**config.mk**
```make
export PLATFORM = sky130hd
export DESIGN_NAME = pl_hazard_unit
export DESIGN_NICKNAME = d
export VERILOG_FILES = /design/src/rtl/pl_hazard_unit.sv
export SDC_FILE = /design/constraint.sdc
export NUM_CORES = 1
export LEC_CHECK = 0
export BUFFER_PORTS_ARGS = -buffer_cell sky130_fd_sc_hd__buf_2
export CORE_MARGIN = 8
export CORE_UTILIZATION = 47
export DETAILED_ROUTE_END_ITERATION = 6
export PLACE_DENSITY_LB_ADDON = 0.25
export REMOVE_ABC_BUFFERS = 1
export SYNTH_ARGS = -nofsm -noshare
export SYNTH_HDL_FRONTEND = slang
export SYNTH_SLANG_ARGS = --single-unit
```
**constraint.sdc**
```tcl
create_clock -name clk -period 1.9 [get_ports clk]
set_input_delay 0.095 -clock clk [delete_from_list [all_inputs] [get_ports clk]]
set_output_delay 0.095 -clock clk [all_outputs]
set_load 0.01 [all_outputs]
```
**src/rtl/pl_hazard_unit.sv**
```systemverilog
// Pipeline hazard unit: EX/store-data forwarding, load-use and multiply/divide stalls, branch flushes.
// Forwarding is combinational; stall/flush sequencing runs from a small FSM with saturating perf counters.
module pl_hazard_unit #(
  parameter int RA_W     = 5,
  parameter int LOAD_LAT = 1,
  parameter int MD_LAT   = 4,
  parameter int CNT_W    = 32
) (
  input  logic             clk,
  input  logic             rst_n,
  input  logic [RA_W-1:0]  IF_ID_rs,
  input  logic [RA_W-1:0]  IF_ID_rt,
  input  logic             IF_ID_uses_rt,
  input  logic [RA_W-1:0]  ID_EX_rs,
  input  logic [RA_W-1:0]  ID_EX_rt,
  input  logic [RA_W-1:0]  ID_EX_rd,
  input  logic             ID_EX_mem_read,
  input  logic [RA_W-1:0]  EX_MEM_rd,
  input  logic [RA_W-1:0]  MEM_WB_rd,
  input  logic [RA_W-1:0]  EX_MEM_rt,
  input  logic             EX_MEM_reg_write,
  input  logic             MEM_WB_reg_write,
  input  logic             EX_MEM_mem_read,
  input  logic             EX_MEM_mem_write,
  input  logic             branch_taken,
  input  logic             md_start,
  output logic [1:0]       forward_a,
  output logic [1:0]       forward_b,
  output logic             forward_store_data,
  output logic             stall_if,
  output logic             stall_id,
  output logic             stall_ex,
  output logic             flush_if_id,
  output logic             flush_id_ex,
  output logic             md_busy,
  output logic [CNT_W-1:0] stall_cycles,
  output logic [CNT_W-1:0] flush_count
);

  typedef enum logic [1:0] {RUN, LU_STALL, MD_WAIT} state_t;

  state_t     state, state_nxt;
  logic [5:0] cnt, cnt_nxt;
  logic       lu;

  // A load in MEM has no data yet, so the EX_MEM path is skipped and WB may still supply it.
  function automatic logic [1:0] fwd_sel(input logic [RA_W-1:0] src);
    logic [1:0] sel;
    sel = 2'b00;
    if (EX_MEM_reg_write && (EX_MEM_rd != '0) && (EX_MEM_rd == src) && !EX_MEM_mem_read)
      sel = 2'b10;
    else if (MEM_WB_reg_write && (MEM_WB_rd != '0) && (MEM_WB_rd == src))
      sel = 2'b01;
    return sel;
  endfunction

  always_comb begin
    forward_a          = 2'b00;
    forward_b          = 2'b00;
    forward_store_data = 1'b0;
    if (rst_n) begin
      forward_a          = fwd_sel(ID_EX_rs);
      forward_b          = fwd_sel(ID_EX_rt);
      forward_store_data = EX_MEM_mem_write && MEM_WB_reg_write &&
                           (MEM_WB_rd != '0) && (MEM_WB_rd == EX_MEM_rt);
    end
  end

  assign lu = ID_EX_mem_read && (ID_EX_rd != '0) &&
              ((ID_EX_rd == IF_ID_rs) || (IF_ID_uses_rt && (ID_EX_rd == IF_ID_rt)));

  always_comb begin
    state_nxt   = state;
    cnt_nxt     = cnt;
    stall_if    = 1'b0;
    stall_id    = 1'b0;
    stall_ex    = 1'b0;
    flush_if_id = 1'b0;
    flush_id_ex = 1'b0;
    md_busy     = 1'b0;
    case (state)
      RUN: begin
        if (branch_taken) begin
          flush_if_id = 1'b1;
          flush_id_ex = 1'b1;
        end else if (md_start) begin
          md_busy   = 1'b1;
          stall_if  = 1'b1;
          stall_id  = 1'b1;
          stall_ex  = 1'b1;
          cnt_nxt   = 6'(MD_LAT - 2);
          state_nxt = MD_WAIT;
        end else if (lu) begin
          stall_if    = 1'b1;
          stall_id    = 1'b1;
          flush_id_ex = 1'b1;
          if (LOAD_LAT > 1) begin
            cnt_nxt   = 6'(LOAD_LAT - 2);
            state_nxt = LU_STALL;
          end
        end
      end
      LU_STALL: begin
        stall_if    = 1'b1;
        stall_id    = 1'b1;
        flush_id_ex = 1'b1;
        if (cnt == '0) state_nxt = RUN;
        else           cnt_nxt   = cnt - 6'd1;
      end
      MD_WAIT: begin
        md_busy  = 1'b1;
        stall_if = 1'b1;
        stall_id = 1'b1;
        stall_ex = 1'b1;
        if (cnt == '0) state_nxt = RUN;
        else           cnt_nxt   = cnt - 6'd1;
      end
      default: state_nxt = RUN;
    endcase
    // Control outputs are held quiet for the whole reset window, not just after the edge.
    if (!rst_n) begin
      stall_if    = 1'b0;
      stall_id    = 1'b0;
      stall_ex    = 1'b0;
      flush_if_id = 1'b0;
      flush_id_ex = 1'b0;
      md_busy     = 1'b0;
    end
  end

  always_ff @(posedge clk) begin
    if (!rst_n) begin
      state        <= RUN;
      cnt          <= '0;
      stall_cycles <= '0;
      flush_count  <= '0;
    end else begin
      state <= state_nxt;
      cnt   <= cnt_nxt;
      if (stall_if && !(&stall_cycles))
        stall_cycles <= stall_cycles + 1'b1;
      if (flush_if_id && !(&flush_count))
        flush_count <= flush_count + 1'b1;
    end
  end

endmodule
```
# After elaboration in Yosys (flattened, before gate mapping)
# Cells that the tools add are included.
[totals]
ff_bits = 72
input_bits = 50
[classes]
n_addsub = 3
reduce_logical = 31
mux = 31
eq_ne = 13
[ops]
columns = ["op", "n"]
rows = [
  ["$add A32 B1 Y32 const B", 2],
  ["$reduce_and A32 Y1", 2],
  ["$eq A5 B5 Y1", 7],
  ["$mux W6", 3],
  ["$logic_and A1 B1 Y1", 16],
  ["$mux W1", 16],
  ["$reduce_bool A5 Y1", 3],
  ["$mux W2", 7],
  ["$pmux W6 S2", 1],
  ["$logic_not A6 Y1", 1],
  ["$ne A2 B2 Y1 const B", 3],
  ["$pmux W1 S2", 3],
  ["$sub A6 B1 Y6 const B", 1],
  ["$pmux W2 S2", 1],
  ["$reduce_and A4 Y1", 1],
  ["$logic_not A1 Y1", 3],
  ["$reduce_and A3 Y1", 1],
  ["$eq A2 B1 Y1 const B", 1],
  ["$eq A2 B2 Y1 const B", 1],
  ["$logic_not A2 Y1", 1],
  ["$ne A2 B1 Y1 const B", 1],
  ["$reduce_bool A2 Y1", 1],
  ["$reduce_or A2 Y1", 1],
  ["$logic_or A1 B1 Y1", 1],
]

# Depth between registers and ports, before layout
[depth]
word_depth = 10
depth_mapped = 9
depth_no_buf = 8

# Worst setup path after synthesis
# No wires, ideal clock.
[synth_timing]
path_kind = "flip-flop to flip-flop"
from = "register stall_cycles[7]"
to = "register stall_cycles[11]"
stages_incl_launch_ff = 10
setup_time_ns = 0.115
arrival_ns = 1.966
period_less_slack_ns = 2.081
path_slack_ns = -0.181
n_path_buf = 3
path_cell_list = "dfxtp_1 > and4_1 > nand4_1 > nor2_1 > and3_1 > clkbuf_1 > buf_4 > buf_2 > nor4_1 > o21a_1"
[synth_between]
elab_chain_cells = 3
word_cells_on_any_way = 4
cone_classes = "add/sub (1); reduce/logical (3)"
[synth_rtl]
columns = ["item", "line", "source"]
rows = [
  ["start, declared", "36", "output logic [CNT_W-1:0] stall_cycles,"],
  ["start signal, assigned", "141", "stall_cycles <= stall_cycles + 1'b1;"],
  ["parallel branches: the longest is 3 deep, another holds $add A32 B1 Y32", "-", ""],
]
# Parallel ways; which one is timed is not known.
# A chain may end at the register's enable or synchronous reset.

# Final worst setup path
[layout_timing]
from = "register flush_count[11]"
to = "register flush_count[2]"
[layout_between]
elab_chain_cells = 3
[layout_rtl]
columns = ["item", "line", "source"]
rows = [
  ["start, declared", "37", "output logic [CNT_W-1:0] flush_count"],
  ["start signal, assigned", "143", "flush_count <= flush_count + 1'b1;"],
  ["$reduce_and A32 Y1", "142", "if (flush_if_id && !(&flush_count))"],
  ["$logic_not A1 Y1", "142", ""],
  ["$logic_and A1 B1 Y1", "142", ""],
]
# No other way between the ends.

==> qor.yml <==
die_w_um: 108.5
synth_fa_ha_area_share_pct: 1.246
synth_xor_area_share_pct: 14.61
whs_path_depth: 4
io_pins: 125
fin_area_um2: 5954
final_cell_mix: "buf_2, buf_4, dfxtp_1"
cts_buffers: 9
drv_cap: 0
crit_family: "simple AND/OR/NAND/NOR gates"
first_pass_iters: 4
cts_tree: "yes"
dp_slack_ps: -227.7
synth-compound-area-share_pct: 9.530
grt_setup_unrepaired: "yes"
cp_max_fo: 8
cp_data_required_time_ps: 2170
gr-total-overflow: 0
num_antenna_cells: 0
postLayoutSetupSlackWorst_ps: 10.82
ir_drop_mv: 0.4157
grt_util_all_layers_pct: 20.70
slew_viol_final: 0
postPlaceCellArea_um2: 5394
critPathBufInv: 1
nets: 765
fillCellCount: 669
seq_area_frac_synth_pct: 35.38
max_stage_delay_ps: 460
grt_start_max_net_pins: 42
endpoint_kind: "flop"
syn_to_final_growth_pct: 48.21
cp.arrival_ps: 2160
hold_viol: 0
status: "finished, final reports clean"
place_hpwl_um: 9358
antenna_left: 0
cts.sink_count: 71
async_flop_share_pct: 0
cts-htree-levels: 3
path_depth: 6
grt_first_pass_wirelength_um: 20210
antenna_found_initial: 0
vias: 4492
synth_top_family_by_area: "simple AND/OR/NAND/NOR gates"
fp.dieArea_um2: 11760
drt-wirelength-per-cell_um: 15.77
crit_chain: "nand3_1 > or3_4 > o41a_1 > buf_4 > nand2_2 > mux2i_1"
die_h_um: 108.5
clk_latency_ps: 340
fin_crit_sh_pct: 99.43
rows: 33
drt_iter0_drc: 262
syn_avg_cell_area_um2: 8.149
yosys_most_used_dff: "dfxtp_1"
fin_util_pct: 72.11
synthSimpleGateAreaFrac_pct: 32.64
final_common_cell: "buf_2"
fin_tns_setup_ps: 0
cts.clk_slew.worst_paths_ps: 80
maxSlewHeadroom_pct: 68.62
holdBufCountCts: 0
critPathSlowestCell: "o41a_1"
clk_path_buf_depth: 2
portBuffers: 124
r2r_cells: 6
synth_area_um2: 4018
final.min_clock_period_ps: 1889
min_path_type: "input pin to flop"
setup.worst_path.class: "flop to flop"
netlist_instances: 493
core_um2: 8258
setup_viol: 0
gp_congestion: 0.8881
synth_cell_types: 42
pwr_density_cell_nw_per_um2: 569.1
cts-root-buf: "clkbuf_8"
post-route-drc-count: 0
skew_ps: 9.947
fmax_ghz: 0.5293
vias_per_cell: 5.478
grt_pass1_vias: 4407
initial_core_util_pct: 48.65
yosys_warnings: 0
p_leak_nw: 2.569
worstMarginPinSlew_ps: 465.8
hold_slack_ps: 179.1
synthMuxAreaShare_pct: 2.990
ys_seq_elements: 71
synth-edff-count: 0
drive_gt1_share_pct: 41.12
wirelength_um: 12930
startpoint_type: "flop"
-- kinds of logic after synthesis --
kind of cell / Yosys count
simple gates: 246
buf+inv: 33
mux: 12
compound gates: 60
flops: 71
xor+xnor: 67
fa+ha+maj: 4
-- cells in the mapped netlist (4+ instances only) --
master / count / share of area (%)
buf_4: 4 / 0.75
nor4_1: 19 / 3.0
a21oi_1: 22 / 2.7
or3_1: 8 / 1.2
buf_2: 5 / 0.62
xnor2_1: 31 / 6.8
and4_1: 4 / 0.87
nor3_1: 19 / 2.4
dfxtp_1: 71 / 35
or4_1: 20 / 3.7
clkbuf_1: 15 / 1.4
nand4_1: 20 / 3.1
nand3_1: 30 / 3.7
xor2_1: 36 / 7.8
and3_1: 12 / 1.9
o31ai_1: 13 / 2.4
mux2i_1: 12 / 3.0
o21ai_0: 10 / 1.2
nor2_1: 46 / 4.3
inv_1: 8 / 0.75
ha_1: 4 / 1.2
and2_1: 4 / 0.62
nand2b_1: 6 / 0.93
nand2_1: 48 / 4.5
-- worst paths after layout --
check              startpoint               end  slack (ps)
max reg2reg   flush_count[11]    flush_count[2]          10
max           flush_count[11]    flush_count[2]          10
min                     rst_n          state[1]         180
min reg2reg  stall_cycles[22]  stall_cycles[22]         500
-- routing by layer --
| metal | share of wire (%) | routed length, µm | up-vias | track usage (%) |
|---|---|---|---|---|
| li1 | - | - | 2228 | - |
| met3 | 6.3 | 819 | 19 | 5.294 |
| met4 | 1.4 | 180 | 0 | 5.572 |
| met2 | 50 | 6495 | 133 | 36.53 |
| met1 | 42 | 5434 | 2112 | 24.21 |
| met5 | 0 | 0 | - | 0 |
-- state kept, by name (all words and copies together), names as in the netlist --
signal and flops:
stall_cycles 32, state 1, flush_count 32, cnt 6
-- final cells by class --
class	instances	area, µm²	share of cell area (%)
sequential	71	1438	24.14
timing repair buffer	231	1490	25.03
multi-input combinational	389	2633	44.21
tap	105	131.4	2.206
inverter	9	36.28	0.6094
clock buffer	11	131.4	2.206
clock inverter	4	95.09	1.597
-- where the power goes --
| part | switching, mW | internal, mW |
|---|---|---|
| Sequential | 0.0231 | 1.51 |
| Clock | 0.555 | 0.865 |
| Combinational | 0.227 | 0.204 |
| Total | 0.805 | 2.58 |
-- worst register-to-register path, cell delays in order (launching register included) --
cell     delay (ps)
dfxtp_1         420
nand3_1         130
or3_4           400
o41a_1          460
buf_4           210
nand2_2          50
mux2i_1         160
-- metrics by stage --
stage / total power, mW / std cells
after floorplan: 1.776 / 469
after global placement: 1.965 / 791
after detailed placement: 1.979 / 791
after CTS: 3.407 / 813
after global routing: 3.520 / 820
final: 3.388 / 820
-- timing repair --
item	in CTS	in global routing
endpoints found under the setup margin	19	59
resized for setup	11	46
pin swaps	9	9
buffers inserted	7	6
gates cloned	0	1
Note: power is estimated with default switching activity, not from simulation.
